<file path="src/rtl/score_player_pkg.sv">
// Shared definitions for the score player: command word layout, reserved
// command values, word classification and the playback state encoding.
package score_player_pkg;

    localparam int CMD_W         = 12;
    localparam int CMD_DELAY_BIT = 11;
    localparam int CMD_NOTE_BIT  = 10;

    localparam logic [CMD_W-1:0] CMD_STOP = 12'h000;
    localparam logic [CMD_W-1:0] CMD_END  = 12'h800;

    typedef enum logic [2:0] {
        ST_IDLE,
        ST_FETCH,
        ST_LATCH,
        ST_ISSUE,
        ST_ARM,
        ST_WAIT
    } state_e;

    typedef enum logic [1:0] {
        K_STOP,
        K_NOTE,
        K_DELAY,
        K_END
    } cmd_kind_e;

    // A zero-length delay is reserved as the end-of-score marker.
    function automatic cmd_kind_e cmd_kind(input logic [CMD_W-1:0] w);
        if (w == CMD_END) begin
            return K_END;
        end else if (w[CMD_DELAY_BIT]) begin
            return K_DELAY;
        end else if (w[CMD_NOTE_BIT]) begin
            return K_NOTE;
        end else begin
            return K_STOP;
        end
    endfunction

endpackage

</file>
<file path="src/rtl/score_player.sv">
// Walks a score held in an external synchronous memory and forwards note,
// stop and delay words to the note sequencer, pacing delays on busy.
module score_player
    import score_player_pkg::*;
#(
    parameter int ADDR_W     = 10,
    parameter int START_ADDR = 0
) (
    input  logic              clk,
    input  logic              rst_n,
    input  logic              start,
    input  logic              stop,
    input  logic              loop,
    output logic [ADDR_W-1:0] rom_addr,
    input  logic [CMD_W-1:0]  rom_data,
    output logic [CMD_W-1:0]  command,
    input  logic              busy,
    output logic              playing,
    output logic              done
);

    localparam logic [ADDR_W-1:0] FIRST_ADDR = ADDR_W'(START_ADDR);
    localparam logic [ADDR_W-1:0] LAST_ADDR  = {ADDR_W{1'b1}};

    state_e             state_q, state_d;
    logic [ADDR_W-1:0]  addr_q, addr_d;
    logic [CMD_W-1:0]   word_q, word_d;
    logic [CMD_W-1:0]   command_q, command_d;
    logic               done_q, done_d;
    logic               end_q, end_d;
    logic               advance;

    always_ff @(posedge clk or negedge rst_n) begin
        if (!rst_n) begin
            state_q   <= ST_IDLE;
            addr_q    <= FIRST_ADDR;
            word_q    <= CMD_STOP;
            command_q <= CMD_STOP;
            done_q    <= 1'b0;
            end_q     <= 1'b0;
        end else begin
            state_q   <= state_d;
            addr_q    <= addr_d;
            word_q    <= word_d;
            command_q <= command_d;
            done_q    <= done_d;
            end_q     <= end_d;
        end
    end

    always_comb begin
        state_d   = state_q;
        addr_d    = addr_q;
        word_d    = word_q;
        command_d = command_q;
        done_d    = 1'b0;
        end_d     = end_q;
        advance   = 1'b0;

        if (stop && state_q != ST_IDLE) begin
            state_d   = ST_IDLE;
            addr_d    = FIRST_ADDR;
            command_d = CMD_STOP;
            end_d     = 1'b0;
        end else begin
            case (state_q)
                ST_IDLE: begin
                    addr_d    = FIRST_ADDR;
                    command_d = CMD_STOP;
                    end_d     = 1'b0;
                    if (start && !stop) begin
                        state_d = ST_FETCH;
                    end
                end
                ST_FETCH: state_d = ST_LATCH;
                ST_LATCH: begin
                    word_d  = rom_data;
                    state_d = ST_ISSUE;
                end
                ST_ISSUE: begin
                    // end_q marks that the last address has been played out.
                    if (end_q || cmd_kind(word_q) == K_END) begin
                        addr_d = FIRST_ADDR;
                        end_d  = 1'b0;
                        if (loop) begin
                            state_d = ST_FETCH;
                        end else begin
                            state_d   = ST_IDLE;
                            command_d = CMD_STOP;
                            done_d    = 1'b1;
                        end
                    end else if (cmd_kind(word_q) == K_DELAY) begin
                        command_d = word_q;
                        state_d   = ST_ARM;
                    end else begin
                        command_d = word_q;
                        advance   = 1'b1;
                    end
                end
                ST_ARM: state_d = ST_WAIT;
                ST_WAIT: begin
                    if (!busy) begin
                        advance = 1'b1;
                    end
                end
                default: state_d = ST_IDLE;
            endcase

            // Stepping past the top address ends the score instead of wrapping.
            if (advance) begin
                state_d = ST_FETCH;
                if (addr_q == LAST_ADDR) begin
                    end_d = 1'b1;
                end else begin
                    addr_d = addr_q + ADDR_W'(1);
                end
            end
        end
    end

    assign rom_addr = addr_q;
    assign command  = command_q;
    assign playing  = (state_q != ST_IDLE);
    assign done     = done_q;

endmodule

</file>
<file path="config.mk">
export PLATFORM = sky130hd
export DESIGN_NAME = score_player
export DESIGN_NICKNAME = d
export VERILOG_FILES = /design/src/rtl/score_player_pkg.sv /design/src/rtl/score_player.sv
export SDC_FILE = /design/constraint.sdc
export NUM_CORES = 1
export LEC_CHECK = 0
export CAP_MARGIN = 20
export CORE_ASPECT_RATIO = 0.9
export CORE_MARGIN = 2
export CORE_UTILIZATION = 23
export DETAILED_ROUTE_END_ITERATION = 16
export GPL_TIMING_DRIVEN = 0
export SYNTH_ARGS = -nofsm -noshare
export SYNTH_HDL_FRONTEND = slang
export SYNTH_SLANG_ARGS = --single-unit
</file>
<file path="constraint.sdc">
create_clock -name clk -period 2.8 [get_ports clk]
set_input_delay 0.56 -clock clk [delete_from_list [all_inputs] [get_ports clk]]
set_output_delay 0.56 -clock clk [all_outputs]
set_load 0.01 [all_outputs]
</file>
==> results of run 1 <==
stage by stage:
step | utilization | cells
CTS | 0.320 | 358
floorplan | - | 189
finish | 0.320 | 358
global placement | 0.303 | 349
detailed placement | 0.305 | 350
global route | 0.320 | 358
worst paths after layout:
kind	slack, ns	to	cells after the start
max in group asynchronous	2.18	word_q[5]$_DFFE_PN0P_	2
min in group clk	0.53	command[1]$_DFFE_PN0P_	2
setup reg to reg	0.86	rom_addr[1]$_DFF_PN0_	6
hold / removal	0.17	rom_addr[2]$_DFF_PN0_	1
setup / recovery	0.55	playing	4
hold reg to reg	0.53	command[1]$_DFFE_PN0P_	2
metal layers:
metal	vias to the layer above	track usage
li1	822	-
met1	840	0.146
met2	38	0.156
met3	8	0.0298
met4	0	0.0450
met5	-	0
layout by cell type (no fill, tap or decap), types with 5 or more instances in the layout:
master,instances
nand2_1,8
mux2_2,14
o21ai_1,9
o21ai_0,7
clkdlybuf4s50_1,40
nor2_1,6
clkbuf_8,5
or3b_2,7
nor3_1,7
a22oi_1,8
nor3b_1,5
clkbuf_1,7
dfrtp_1,39
nand3_1,13
cells in the mapped netlist, types with 5 or more instances:
master    count
mux2_2       14
or3b_2        7
a22oi_1       8
nor3_1        7
o21ai_0       7
nor2_1        6
nor3b_1       5
dfrtp_1      39
nand2_1       8
nand3_1      13
o21ai_1       9
clkbuf_1      6
registers in the layout, summed over array words and instances, names as in the netlist:
register,flops
word_q,12
state_q,3
end_q,1
done,1
rom_addr,10
command,12
power by group through the flow:
stage	combinational, mW	clock (mW)	sequential (mW)
6_report	0.380	0.559	0.798
5_1_grt	0.418	0.598	0.817
4_1_cts	0.384	0.571	0.802
3_5_place_dp	0.382	0	0.811
3_3_place_gp	0.375	0	0.811
2_1_floorplan	0.262	0	0.780
logic make-up after synthesis:
group / after synthesis / synth area share
AO/OA/AOI/OAI: 43 / 0.143
XOR/XNOR: 1 / 0.00422
adder cells (fa/ha/maj): 1 / 0.00603
buffers and inverters: 13 / 0.0338
AND/OR/NAND/NOR: 78 / 0.266
multiplexers: 14 / 0.0759
flip-flops: 39 / 0.470
area by class of cell:
type / instances / share of cell area
repair buffers: 42 / 0.153
flip-flops and latches: 39 / 0.351
inverters: 2 / 0.00270
multi-input cells: 137 / 0.370
clock inverters: 2 / 0.0216
plain buffers: 11 / 0.0225
clock buffers: 6 / 0.0261
well taps: 119 / 0.0535
==> metrics.txt, run 1 <==
P_int=around 1.2 mW; Die W=approximately 100 um; leading area contributor after synthesis=dfrtp_1; max frequency=about 0.44 GHz; final worst path period share=0.804; slowest CP cell=clkdlybuf4s50_1; Critical Path Source Type=register; uppermost layer routed=met4; area of the multi-input gates=1030 sq um; nets=roughly 260; Setup violations, final=0; CP Capture Type=primary output; clock root buffer=clkbuf_8; vias per inst=about 4.8; sequential share of power=0.460; Logic pwr share=0.219; I/O pin cnt=42; largest net degree at the start of global routing=27; Setup WS post-layout=roughly 0.55 ns; crit path from=state_q[2]$_DFFE_PN0P_; relative slew slack=0.609; worst path buffer plus inverter count=3; Initial Util=0.239; core area=8690 sq um; Area after DPL=between 2000 and 3000 sq um; Worst-Margin Slew=a little under 0.6 ns; Post-Syn Instances=189; hold_buf cts=0; WL met3=about 230 um; WL per Instance=~14 um; Final Hold Vio Count=0; Mapped Avg Cell Area=11.0 sq um; min-delay worst type=in2async; maximum clock path buffer count=2; Port-buffer cells=41; # diodes=0; clock power share=0.322; Layout Skew=0.00687 ns; sequential area share after synthesis=0.470; Clock Latency Late Sink=~0.29 ns; worst path required time=roughly 2.2 ns; TNS Setup=0 ns; pre-CTS WS=around 0.29 ns; die height=~94 um; Synth Register Bits=39; DR WL met2=2.31 mm; critical path fanouts, max=10; post-synthesis cell area=2080 sq um; Sw Share=0.291; RSZ-0062 raised after global routing=no; postcts setup bufs=0; final wirelength=about 5.1 mm; post-route ant nets=0; Post-synth ARST share=1.00; Slew Limit Fails=0; vias in the first global route=between 1.5k and 2k; Final Power=about 1.7 mW; ranking of synthesized cells by area=dfrtp_1 (47%), mux2_2 (7.6%), nand3_1 (3.1%); max incr delay on CP=0.49 ns; fin crit period=between 2 and 2.5 ns; Synthesized Nets=roughly 210; Max VDD drop=slightly above 0.0002 V; Crit Path Class=reg2out; Design Area, Final=~2800 sq um; DP HPWL=roughly 3.7 mm; Cell Chain, Critical Path=buf_6, nor3_1, inv_1, clkdlybuf4s50_1; die area=between 9000 and 10000 sq um; Area Growth Syn to Fin=34.1%; vias after detailed routing=~1.7k; WP data arrival=around 1.7 ns; Fillers=883; Static Leak=1.10 nW; drt first pass iters=4; Post-synth EDFFs=0; WL met1=approximately 2.4 mm; DRC Markers=0; Clock transition at path regs=0.08 ns; Yosys top cell area share=0.470; RePlAce Congestion=around 0.76; global-route wire length before repair=8.29 mm; Top delay family on crit path=buffers and inverters; Yosys warnings=0; CTS Buf Count=5; 1st-iter DRT viols=80; synth unique cells=between 40 and 50; run status=finished clean; Final Hold Slack=roughly 0.17 ns; global route overflow=0; Max-Cap Viols=0; Crit Reg-Reg Startpoint=rom_addr[0]$_DFF_PN0_; sw power=between 0.5 and 0.6 mW; H-tree levels=2; share of layout cells above drive strength 1=0.188; Cell Rows=32; FF/Latch Area=between 900 and 1000 sq um; GR Util All Layers=0.106; initial antenna violation count=0; CTS Sinks=39; leading register cell type out of synthesis=dfrtp_1; Pwr Density=about 620 nW/um^2; post-cts resize count=0; CTS tree=built
Note: power is estimated with default switching activity, not from simulation.
==> inputs of run 2 (changes only) <==
Clock period 2.8 ns to 2.1 ns, I/O delays scaled along.
==> metrics.txt, run 2 (synthesized netlist as in run 1, its figures left out) <==
run status=finished clean; drt first pass iters=4 (unchanged); Clock transition at path regs=0.08 ns (about the same); Final Hold Slack=0.0247 ns (-0.141 ns); Worst-Margin Slew=0.590 ns (+0.00564 ns); clock root buffer=clkbuf_8; WL per Instance=14.1 um (-0.45%); sequential share of power=0.458 (-0.002); final worst path period share=0.952; TNS Setup=0 ns (unchanged); Non-Filler Instances=358 (unchanged); Max VDD drop=0.000276 V (+34%); Max-Cap Viols=0 (unchanged); placed cell count=350 (unchanged); Area Growth Syn to Fin=34.8%; vias per inst=4.76 (-0.18%); Final Hold Vio Count=0 (unchanged); global-route wire length before repair=8.29 mm (unchanged); critical path fanouts, max=10 (unchanged); hold_buf cts=0 (unchanged); CP Capture Type=primary output; Port-buffer cells=41 (unchanged); DRC Markers=0 (unchanged); Die W=104 um (unchanged); initial antenna violation count=0 (unchanged); DP HPWL=3.70 mm (unchanged); Cell Rows=32 (unchanged); 1st-iter DRT viols=87 (+8.8%); nets=257 (unchanged); global route overflow=0 (unchanged); Static Leak=1.11 nW (+0.55%); Logic pwr share=0.222 (+0.003); max frequency=between 0.5 and 0.6 GHz; share of layout cells above drive strength 1=0.197 (+0.00837); Slew Limit Fails=0 (unchanged); fin crit period=2.00 ns; vias in the first global route=1618 (-0.68%); commonest cells after routing, fill and taps aside=clkdlybuf4s50_1 (40), dfrtp_1 (39), mux2_2 (14), nand3_1 (13), o21ai_1 (9); clock power share=0.320 (-0.002); largest net degree at the start of global routing=27 (unchanged); worst path required time=1.68 ns (-0.56 ns); maximum clock path buffer count=2 (unchanged); min-delay worst type=in2async; Setup WS post-layout=0.101 ns (-0.448 ns); post-route ant nets=0 (unchanged); postcts setup bufs=0 (unchanged); worst reg-to-reg path cell count=6 (unchanged); die area=9800 sq um (unchanged); die height=94.1 um (unchanged); relative slew slack=0.605 (-0.00377); pre-CTS WS=-0.272 ns (-0.560 ns); Pwr Density=832 nW/um^2 (+33%); Layout Skew=0.00706 ns (+0.000188 ns); final wirelength=5.05 mm (-0.45%); Initial Util=0.239 (unchanged); CTS tree=built; Crit Path Class=reg2out; I/O pin cnt=42 (unchanged); H-tree levels=2 (unchanged); RePlAce Congestion=0.758 (unchanged); CTS Sinks=39 (unchanged); RSZ-0062 raised after global routing=no; WP data arrival=1.58 ns (-0.11 ns); Critical Path Source Type=register; Fillers=882 (-0.11%); vias after detailed routing=1705 (-0.18%); Sw Share=0.292 (+0.000752); CTS Buf Count=5 (unchanged); P_int=1.65 mW (+34%); core area=8690 sq um (unchanged); commonest non-fill, non-tap cell in the layout=clkdlybuf4s50_1; final core utilization=0.322 (+0.00173); # diodes=0 (unchanged); Clock Latency Late Sink=0.29 ns (about the same); GR Util All Layers=0.106 (-0.000150); sw power=0.679 mW (+34%); Setup violations, final=0 (unchanged)
==> run 2: changes by cell type in the layout (fill, tap and decap cells not counted), sizes merged <==
cell / previous run / this run
buf: 7 / 6
clkbuf: 12 / 13
==> run 2: area by class of cell <==
cell class	instances	area, sq um	share of cell area
sequential	39	976	0.349
tap	119	149	0.0532
buffer	11	66.3	0.0237
multi-input combinational	137	1040	0.372
clock buffer	6	72.6	0.0259
clock inverter	2	60.1	0.0215
timing repair buffer	42	425	0.152
inverter	2	7.51	0.00268
==> run 2: worst paths after layout <==
path / startpoint / endpoint / slack, ns
worst max-delay path: state_q[2]$_DFFE_PN0P_ / playing / 0.10
worst min-delay path: rst_n / rom_addr[2]$_DFF_PN0_ / 0.02
worst max register to register: rom_addr[1]$_DFF_PN0_ / rom_addr[1]$_DFF_PN0_ / 0.16
worst min register to register: command[1]$_DFFE_PN0P_ / command[1]$_DFFE_PN0P_ / 0.53
max in group asynchronous: rst_n / word_q[5]$_DFFE_PN0P_ / 1.62
min in group clk: command[1]$_DFFE_PN0P_ / command[1]$_DFFE_PN0P_ / 0.53
==> run 2: metrics by stage <==
step | area [sq um] | power [mW]
after CTS | 2790 | 2.35
final | 2800 | 2.33
after global placement | 2640 | 1.58
after global routing | 2800 | 2.46
after floorplan | 2080 | 1.39
after detailed placement | 2650 | 1.59
==> run 2: timing repair <==
action	in CTS	in global routing
resized for setup	1	4
cloned	0	0
setup endpoints to repair	1	11
==> run 2: power groups by stage <==
stage	Clock, mW	Sequential [mW]	Combinational [mW]
5_1_grt	0.797	1.09	0.567
6_report	0.745	1.07	0.516
4_1_cts	0.762	1.07	0.515
2_1_floorplan	0	1.04	0.349
3_3_place_gp	0	1.08	0.500
3_5_place_dp	0	1.08	0.510
==> run 2: per-layer routing <==
metal,up-vias,GRT usage,wire [um]
met4,0,0.0450,93
li1,821,-,-
met1,837,0.147,2400
met3,8,0.0298,234
met5,-,0,0
met2,39,0.155,2320
==> run 2: critical path, stage by stage (launching register included) <==
cell and delay, ns:
dfrtp_1 0.38, buf_6 0.14, nor3_4 0.21, inv_1 0.08, clkdlybuf4s50_1 0.48
==> inputs of run 3 (changes only) <==
Settings changed: HOLD_SLACK_MARGIN set to 0.15, RECOVER_POWER set to 25.
==> metrics.txt, run 3 (synthesized netlist as in run 1, its figures left out) <==
run status=finished clean; WL per Instance=14.1 um (about the same); worst reg-to-reg path cell count=6 (unchanged); postcts setup bufs=0 (unchanged); DRC Markers=0 (unchanged); CP Capture Type=primary output; maximum clock path buffer count=2 (unchanged); Port-buffer cells=41 (unchanged); Top delay family on crit path=buffers and inverters; placed cell count=350 (unchanged); Max VDD drop=0.000276 V (about the same); Slew Limit Fails=0 (unchanged); Layout Skew=0.00726 ns (+0.000202 ns); Final Hold Slack=0.533 ns (+0.508 ns); global-route wire length before repair=8.34 mm (+0.51%); WP data arrival=1.57 ns (about the same); Setup WS post-layout=0.106 ns (+0.00520 ns); worst path required time=1.68 ns (about the same); post-route ant nets=0 (unchanged); 1st-iter DRT viols=90 (+3.4%); clock root buffer=clkbuf_8; Critical Path Source Type=register; vias in the first global route=1628 (+0.62%); Cell Rows=32 (unchanged); Non-Filler Instances=359 (+0.28%); Area Growth Syn to Fin=35.2%; RSZ-0062 raised after global routing=no; I/O pin cnt=42 (unchanged); Initial Util=0.239 (unchanged); die area=9800 sq um (unchanged); commonest cells after routing, fill and taps aside=clkdlybuf4s50_1 (40), dfrtp_1 (39), mux2_2 (14), nand3_1 (13), o21ai_1 (9); global route overflow=0 (unchanged); commonest non-fill, non-tap cell in the layout=clkdlybuf4s50_1; Final Hold Vio Count=0 (unchanged); final wirelength=5.07 mm (+0.38%); CTS Buf Count=5 (unchanged); Final Power=2.33 mW (about the same); Static Leak=1.11 nW (+0.13%); H-tree levels=2 (unchanged); pre-CTS WS=-0.272 ns (unchanged); Worst-Margin Slew=0.846 ns (+0.256 ns); hold path cells=2; Hold Crit Endpoint=command[1]$_DFFE_PN0P_; max incr delay on CP=0.48 ns (about the same); Max-Cap Viols=0 (unchanged); slowest CP cell=clkdlybuf4s50_1; setup slack, reg-to-reg=0.15 ns (about the same); final core utilization=0.323 (+0.00101); Crit Reg-Reg Startpoint=rom_addr[0]$_DFF_PN0_; Clock Latency Late Sink=0.29 ns (about the same); Crit Path Class=reg2out; vias per inst=4.77 (+0.19%); fin crit period=1.99 ns (-0.00520 ns); nets=258 (+0.39%); CTS tree=built; max frequency=0.501 GHz (+0.26%); drt first pass iters=4 (unchanged); Fillers=882 (unchanged); DP HPWL=3.70 mm (unchanged); Setup violations, final=0 (unchanged); area of the multi-input gates=1040 sq um (unchanged); worst path buffer plus inverter count=3 (unchanged); Pwr Density=830 nW/um^2 (-0.24%); die height=94.1 um (unchanged); initial antenna violation count=0 (unchanged); core area=8690 sq um (unchanged); Hold Path Origin=command[1]$_DFFE_PN0P_; Reg-to-Reg End=rom_addr[1]$_DFF_PN0_; Die W=104 um (unchanged); largest net degree at the start of global routing=27 (unchanged); RePlAce Congestion=0.758 (unchanged); critical path fanouts, max=10 (unchanged); final worst path period share=0.950 (-0.00248); relative slew slack=0.436 (-0.169); Cell Chain, Critical Path=buf_6, nor3_4, inv_1, clkdlybuf4s50_1; Clock transition at path regs=0.08 ns (about the same); FF/Latch Area=976 sq um (unchanged); # diodes=0 (unchanged); vias after detailed routing=1713 (+0.47%); share of layout cells above drive strength 1=0.192 (-0.00499); min-delay worst type=reg2reg; GR Util All Layers=0.107 (+0.000599); CTS Sinks=39 (unchanged)
==> run 3: cell count changes in the layout (fill, tap and decap cells not counted) <==
cell and change:
buf_2 -1, clkbuf_1 +1, dlygate4sd3_1 +1
==> run 3: how the worst max path moves through the flow <==
stage | startpoint | to | slack (ns) | cells after the start
finish | state_q[2]$_DFFE_PN0P_ | playing | 0.11 | 4
global route | stop | command[8]$_DFFE_PN0P_ | 0.01 | 6
CTS | stop | command[8]$_DFFE_PN0P_ | 0.04 | 6
detailed placement | stop | command[10]$_DFFE_PN0P_ | -0.27 | 6
global placement | rst_n | command[4]$_DFFE_PN0P_ | -0.43 | 1
floorplan | rom_addr[0]$_DFF_PN0_ | rom_addr[7]$_DFF_PN0_ | 0.34 | 5
==> run 3: where the power goes <==
part / total (mW) / internal [mW] / switching (mW)
clock network: 0.746 / 0.475 / 0.271
logic: 0.517 / 0.286 / 0.231
registers: 1.07 / 0.888 / 0.178
==> run 3: final cells by class <==
class                           instances  share of cell area
Multi-Input combinational cell        137               0.371
Sequential cell                        39               0.348
Timing Repair Buffer                   43               0.155
Tap cell                              119              0.0531
Clock buffer                            6              0.0259
Buffer                                 11              0.0236
Clock inverter                          2              0.0214
Inverter                                2             0.00267
==> run 3: per-stage QoR <==
stage | TNS, ns | cell area (sq um)
final | 0 | 2810
after global routing | 0 | 2810
after CTS | 0 | 2800
after detailed placement | -2.72 | 2650
after global placement | -19.77 | 2640
after floorplan | 0 | 2080
==> run 3: worst min-delay path: stages, from the launching register on <==
cell and delay, ns:
dfrtp_1 0.37, nand2_1 0.06, nand3_1 0.07
==> run 3: repair_timing <==
| action | in CTS | in global routing |
|---|---|---|
| resized for setup | 1 | 4 |
| setup endpoints to repair | 1 | 11 |
| hold endpoints to repair | 13 | 0 |
| hold buffers | 1 | 0 |
==> run 3: metal layers <==
| metal | wire (um) | vias up | track usage |
|---|---|---|---|
| li1 | - | 822 | - |
| met1 | 2370 | 837 | 0.147 |
| met2 | 2340 | 46 | 0.157 |
| met3 | 272 | 8 | 0.0298 |
| met4 | 93 | 0 | 0.0450 |
| met5 | 0 | - | 0 |
